[src/rtl/mem_access_pkg.sv]
// Shared constants for the memory-access stage: load/store opcodes, FSM
// state encoding and the lane/alignment helpers used by the stage and its aligner.
package mem_access_pkg;

    localparam logic [7:0] OP_LB  = 8'hE0;
    localparam logic [7:0] OP_LBU = 8'hE4;
    localparam logic [7:0] OP_LH  = 8'hE1;
    localparam logic [7:0] OP_LHU = 8'hE5;
    localparam logic [7:0] OP_LW  = 8'hE3;
    localparam logic [7:0] OP_SB  = 8'hE8;
    localparam logic [7:0] OP_SH  = 8'hE9;
    localparam logic [7:0] OP_SW  = 8'hEB;

    typedef enum logic {
        ST_IDLE = 1'b0,
        ST_BUSY = 1'b1
    } state_t;

    typedef enum logic [1:0] {
        SZ_BYTE,
        SZ_HALF,
        SZ_WORD
    } size_t;

    function automatic logic is_load(input logic [7:0] op);
        return op inside {OP_LB, OP_LBU, OP_LH, OP_LHU, OP_LW};
    endfunction

    function automatic logic is_store(input logic [7:0] op);
        return op inside {OP_SB, OP_SH, OP_SW};
    endfunction

    function automatic size_t op_size(input logic [7:0] op);
        if (op inside {OP_LB, OP_LBU, OP_SB}) return SZ_BYTE;
        if (op inside {OP_LH, OP_LHU, OP_SH}) return SZ_HALF;
        return SZ_WORD;
    endfunction

    function automatic logic misaligned(input logic [7:0] op, input logic [1:0] lo);
        case (op_size(op))
            SZ_HALF: return lo[0];
            SZ_WORD: return lo != 2'b00;
            default: return 1'b0;
        endcase
    endfunction

    // Big-endian lanes: byte address 0 sits in bits [31:24].
    function automatic logic [3:0] lane_sel(input logic [7:0] op, input logic [1:0] lo);
        case (op_size(op))
            SZ_BYTE: return 4'b1000 >> lo;
            SZ_HALF: return lo[1] ? 4'b0011 : 4'b1100;
            default: return 4'b1111;
        endcase
    endfunction

    function automatic logic [31:0] store_data(input logic [7:0] op, input logic [31:0] d);
        case (op_size(op))
            SZ_BYTE: return {4{d[7:0]}};
            SZ_HALF: return {2{d[15:0]}};
            default: return d;
        endcase
    endfunction

endpackage

[src/rtl/mem_load_align.sv]
// Picks the addressed lane out of a big-endian read word and sign- or
// zero-extends it according to the load opcode.
module mem_load_align
    import mem_access_pkg::*;
(
    input  logic [7:0]  aluop,
    input  logic [1:0]  addr_lo,
    input  logic [31:0] rdata,
    output logic [31:0] data
);

    logic [7:0]  lane_b;
    logic [15:0] lane_h;
    logic        sign_ext;

    always_comb begin
        case (addr_lo)
            2'b00:   lane_b = rdata[31:24];
            2'b01:   lane_b = rdata[23:16];
            2'b10:   lane_b = rdata[15:8];
            default: lane_b = rdata[7:0];
        endcase
        lane_h   = addr_lo[1] ? rdata[15:0] : rdata[31:16];
        sign_ext = (aluop == OP_LB) || (aluop == OP_LH);

        case (op_size(aluop))
            SZ_BYTE: data = {{24{sign_ext & lane_b[7]}}, lane_b};
            SZ_HALF: data = {{16{sign_ext & lane_h[15]}}, lane_h};
            default: data = rdata;
        endcase
    end

endmodule

[src/rtl/mem_access.sv]
// Memory-access pipeline stage: passes ALU results through in one cycle and
// runs loads/stores over a single-outstanding data bus, stalling EX meanwhile.
module mem_access
    import mem_access_pkg::*;
(
    input  logic        clk,
    input  logic        rst,
    input  logic        ex_valid,
    input  logic [7:0]  ex_aluop,
    input  logic [4:0]  ex_wd,
    input  logic        ex_wreg,
    input  logic [31:0] ex_wdata,
    input  logic [31:0] ex_mem_addr,
    input  logic [31:0] ex_mem_data,
    output logic        stall_req,
    output logic        mem_req,
    output logic        mem_we,
    output logic [31:0] mem_addr,
    output logic [3:0]  mem_sel,
    output logic [31:0] mem_wdata,
    input  logic        mem_ack,
    input  logic [31:0] mem_rdata,
    output logic [4:0]  wb_wd,
    output logic        wb_wreg,
    output logic [31:0] wb_wdata,
    output logic        misalign_err
);

    state_t      state_q, state_d;
    logic        mem_req_q, mem_req_d;
    logic        mem_we_q, mem_we_d;
    logic [31:0] mem_addr_q, mem_addr_d;
    logic [3:0]  mem_sel_q, mem_sel_d;
    logic [31:0] mem_wdata_q, mem_wdata_d;
    logic [7:0]  op_q, op_d;
    logic [1:0]  lo_q, lo_d;
    logic [4:0]  wb_wd_q, wb_wd_d;
    logic        wb_wreg_q, wb_wreg_d;
    logic [31:0] wb_wdata_q, wb_wdata_d;
    logic        misalign_err_q, misalign_err_d;
    logic [31:0] load_data;

    // The request's opcode and byte offset are kept so the ack-cycle
    // extraction never depends on the low address bits dropped from mem_addr.
    mem_load_align u_align (
        .aluop   (op_q),
        .addr_lo (lo_q),
        .rdata   (mem_rdata),
        .data    (load_data)
    );

    always_comb begin
        // NOTE: every variable gets a default first so no latch is inferred.
        state_d        = state_q;
        mem_req_d      = mem_req_q;
        mem_we_d       = mem_we_q;
        mem_addr_d     = mem_addr_q;
        mem_sel_d      = mem_sel_q;
        mem_wdata_d    = mem_wdata_q;
        op_d           = op_q;
        lo_d           = lo_q;
        wb_wd_d        = wb_wd_q;
        wb_wreg_d      = 1'b0;
        wb_wdata_d     = wb_wdata_q;
        misalign_err_d = 1'b0;
        stall_req      = 1'b0;

        case (state_q)
            ST_IDLE: begin
                if (ex_valid) begin
                    if (is_load(ex_aluop) || is_store(ex_aluop)) begin
                        if (misaligned(ex_aluop, ex_mem_addr[1:0])) begin
                            misalign_err_d = 1'b1;
                        end else begin
                            stall_req   = 1'b1;
                            state_d     = ST_BUSY;
                            mem_req_d   = 1'b1;
                            mem_we_d    = is_store(ex_aluop);
                            mem_addr_d  = {ex_mem_addr[31:2], 2'b00};
                            mem_sel_d   = lane_sel(ex_aluop, ex_mem_addr[1:0]);
                            mem_wdata_d = store_data(ex_aluop, ex_mem_data);
                            op_d        = ex_aluop;
                            lo_d        = ex_mem_addr[1:0];
                        end
                    end else begin
                        wb_wd_d    = ex_wd;
                        wb_wreg_d  = ex_wreg;
                        wb_wdata_d = ex_wdata;
                    end
                end
            end
            ST_BUSY: begin
                if (mem_ack) begin
                    state_d   = ST_IDLE;
                    mem_req_d = 1'b0;
                    if (!is_store(op_q)) begin
                        // EX is still holding the load, so its wd/wreg are current.
                        wb_wd_d    = ex_wd;
                        wb_wreg_d  = ex_wreg;
                        wb_wdata_d = load_data;
                    end
                end else begin
                    stall_req = 1'b1;
                end
            end
            default: state_d = ST_IDLE;
        endcase

        if (rst) stall_req = 1'b0;
    end

    // NOTE: sequential state uses non-blocking assignments only.
    always_ff @(posedge clk) begin
        if (rst) begin
            state_q        <= ST_IDLE;
            mem_req_q      <= 1'b0;
            mem_we_q       <= 1'b0;
            mem_addr_q     <= '0;
            mem_sel_q      <= '0;
            mem_wdata_q    <= '0;
            op_q           <= '0;
            lo_q           <= '0;
            wb_wd_q        <= '0;
            wb_wreg_q      <= 1'b0;
            wb_wdata_q     <= '0;
            misalign_err_q <= 1'b0;
        end else begin
            state_q        <= state_d;
            mem_req_q      <= mem_req_d;
            mem_we_q       <= mem_we_d;
            mem_addr_q     <= mem_addr_d;
            mem_sel_q      <= mem_sel_d;
            mem_wdata_q    <= mem_wdata_d;
            op_q           <= op_d;
            lo_q           <= lo_d;
            wb_wd_q        <= wb_wd_d;
            wb_wreg_q      <= wb_wreg_d;
            wb_wdata_q     <= wb_wdata_d;
            misalign_err_q <= misalign_err_d;
        end
    end

    assign mem_req      = mem_req_q;
    assign mem_we       = mem_we_q;
    assign mem_addr     = mem_addr_q;
    assign mem_sel      = mem_sel_q;
    assign mem_wdata    = mem_wdata_q;
    assign wb_wd        = wb_wd_q;
    assign wb_wreg      = wb_wreg_q;
    assign wb_wdata     = wb_wdata_q;
    assign misalign_err = misalign_err_q;

endmodule

[config.mk]
export PLATFORM = sky130hd
export DESIGN_NAME = mem_access
export DESIGN_NICKNAME = d
export VERILOG_FILES = /design/src/rtl/mem_access_pkg.sv /design/src/rtl/mem_load_align.sv /design/src/rtl/mem_access.sv
export SDC_FILE = /design/constraint.sdc
export NUM_CORES = 1
export LEC_CHECK = 0
export BUFFER_PORTS_ARGS = -buffer_cell sky130_fd_sc_hd__buf_2
export CAP_MARGIN = 10
export CORE_MARGIN = 2
export CORE_UTILIZATION = 34
export DETAILED_ROUTE_END_ITERATION = 12
export GPL_ROUTABILITY_DRIVEN = 0
export SLEW_MARGIN = 10
export SYNTH_ARGS = -nofsm -noshare
export SYNTH_HDL_FRONTEND = slang
export SYNTH_SLANG_ARGS = --single-unit
[constraint.sdc]
create_clock -name clk -period 1.8 [get_ports clk]
set_clock_uncertainty 0.1 [all_clocks]
set_input_delay 0.27 -clock clk [delete_from_list [all_inputs] [get_ports clk]]
set_output_delay 0.27 -clock clk [all_outputs]
set_load 0.005 [all_outputs]
==> impl_metrics.ini <==
[run_status]
status = finished, violations left
violations = negative setup slack

[place]
io_buffers = 253
place.detailed.hpwl_mm = 12.89

[layout]
n_antenna_cell = 0
nets = 1101
fillers = 1341
area_delta_synth_final_pct = 68.40
drive_above_1_share = 0.4783

[critical_path]
crit_type = in -> out
startpoint_type = primary input
critical_path_required_ns = 1.43
critPathCaptureType = primary output
worstPathArrival_ns = 1.66
cp_max_fo = 5

[synthesis]
synth_top_area_cell = dfxtp_1
synth.area.top_cells = dfxtp_1 44%, nand2_1 8.8%, mux2i_1 8.0%
mappedNetlistArea_um2 = 5369
syn_area_per_cell_um2 = 8.522
synth_top_area_share = 0.4400
synth_edf_count = 0
synth_cells = 630
synth-main-ff-cell = dfxtp_1
ys_types = 42
yosysSeqAreaShare = 0.4400
yosysWarnings = 0
ys_ff_latch = 118
synthArstFlopShare = 0

[grt]
overflow = 0
grt_use_total = 0.2133
grt_pass1_wl_mm = 27.99
grt_max_degree = 48
grt_pass1_vias = 5525
antenna_found_initial = 0

[floorplanning]
io_pins = 256
initial_utilization = 0.3506
placementRows = 45
chipWidth_um = 129.7
die_area_um2 = 16810
die_h_um = 129.7
fp.coreArea_um2 = 15310

[cts]
clk_pin_slew_ns = 0.06
cts_buffers = 17
clk_latency_ns = 0.41
cts_tree = yes
cts_root_buf = clkbuf_16
clockBufferDepth = 2
h-tree-depth = 4
clock-sinks = 118

[timing]
drv_slew = 0
hold_violations = 0
setup_tns_ns = -0.9622
setup-violations-final = 38
fin_crit_sh = 1.125
finalCriticalPeriod_ns = 2.025
max_freq_mhz = 493.7
rsz0062_at_grt = true
setup_ws_ns = -0.2254

[pwr]
ir_drop_uv = 833.6
cellLeakagePower_nw = 4.154
power_density_nw_per_um2 = 794.1
p_total_mw = 7.180

[drt]
ant_nets = 0
post_drt_wl_per_cell_um = 17.42
firstDrtPassIters = 4
via_count = 6019
drt_wl_total_mm = 20.54
drc = 0
dr.first_iter.drc_count = 327
viasPerCell = 5.105

[min_path]
hold_path.class = in -> reg

[flow_run]
maxCapViolations = 0
## state kept, by name, indices dropped and copies added (netlist names)
register      flops
mem_wdata        32
wb_wdata         32
mem_addr         30
op_q              8
wb_wd             5
mem_sel           4
lo_q              2
mem_req           1
mem_we            1
misalign_err      1
state_q           1
wb_wreg           1
## cell usage after synthesis (2+ instances only)
master / n
nand3_1: 14
a311oi_1: 10
mux2i_1: 43
nand4_1: 2
nor2b_1: 3
o2bb2ai_1: 4
clkbuf_1: 25
mux2_2: 11
nor3_1: 2
a22oi_1: 2
nand2b_1: 2
o21a_1: 18
nor2_2: 2
o21ai_0: 7
buf_1: 2
a22o_1: 27
o311a_1: 4
nor2_1: 45
inv_1: 4
dfxtp_1: 118
a21o_1: 18
and2_1: 4
and4b_1: 2
a21oi_1: 70
nand2_1: 126
buf_2: 26
a211oi_1: 10
a31oi_1: 12
buf_4: 4
## area by class of cell
class	count	area, um2	area share
well taps	211	264.0	0.02920
multi-input cells	452	3264	0.3611
flip-flops and latches	118	2370	0.2621
clock buffers	20	446.7	0.04940
repair buffers	362	2480	0.2743
inverters	4	15.01	0.001661
clock inverters	12	201.4	0.02228
## kinds of logic after synthesis
family	count (synthesis)	share of synthesized area
DFF	118	0.4400
other	1	0.0006985
AOI/OAI and AO/OA	189	0.2419
and+or+nand+nor	207	0.1627
muxes	54	0.1032
buffers and inverters	61	0.05150
## what timing repair did
item,CTS,global route
hold buffers,33,0
setup buffers,7,13
endpoints found under the hold margin,33,0
resized for setup,15,138
pin swaps,5,56
setup endpoints to repair,102,98
cloned,0,11
## power by group
| part | internal [mW] | switching (mW) | total (mW) |
|---|---|---|---|
| clock network | 2.50 | 1.27 | 3.76 |
| registers | 2.67 | 0.0292 | 2.70 |
| logic | 0.373 | 0.349 | 0.722 |
## layer usage
metal	share of wire	vias to the layer above	track usage
met3	0.078	39	0.06730
li1	-	2887	-
met5	0	-	0
met1	0.40	2839	0.2595
met2	0.50	254	0.3576
met4	0.026	0	0.07211
## cell usage in the layout (no fill, tap or decap), types with 5 or more instances in the layout
cell           instances
nand2_1              106
a311oi_2               5
clkbuf_16             23
a311oi_1               5
a211oi_2               6
o21a_1                18
buf_4                 44
mux2_4                10
nand3_1               14
nand2_2                7
a31oi_1                9
a21oi_1               45
a22o_1                27
nor2_4                11
bufinv_16              5
nor2_1                30
o21ai_0                7
dlygate4sd3_1         33
nand2_4               13
mux2i_1               38
dfxtp_1              116
nor2_2                 6
a21o_1                18
buf_12                 9
buf_2                253
buf_6                 12
a21oi_2               25
## worst max-delay path: stages
cell      delay [ns]
buf_2           0.10
and4b_2         0.36
nand3b_1        0.22
a221o_2         0.43
a21oi_2         0.14
buf_2           0.14
## worst paths after layout
check | slack (ns) | end | cells past startpoint | from
worst max-delay path | -0.23 | stall_req | 6 | ex_aluop[4]
worst min-delay path | 0.03 | mem_wdata[21] | 3 | ex_mem_data[21]
worst max register to register | -0.07 | mem_addr[21] | 9 | state_q
worst min register to register | 0.35 | mem_we | 1 | mem_we
## stage by stage
stage | instances | instance area (um2) | hold slack (ns) | util | worst slack (ns)
CTS | 1156 | 8174 | 0.002648 | 0.5337 | -0.2239
global route | 1179 | 9041 | 0.01610 | 0.5904 | -0.2942
detailed placement | 1084 | 7092 | 0.3418 | 0.4631 | -0.4211
finish | 1179 | 9041 | 0.02564 | 0.5904 | -0.2254
floorplan | 631 | 5451 | 0.2917 | - | -0.1308
global placement | 1084 | 7092 | 0.3383 | 0.4631 | -0.3386
No activity file was read; power rests on OpenSTA's default activity.
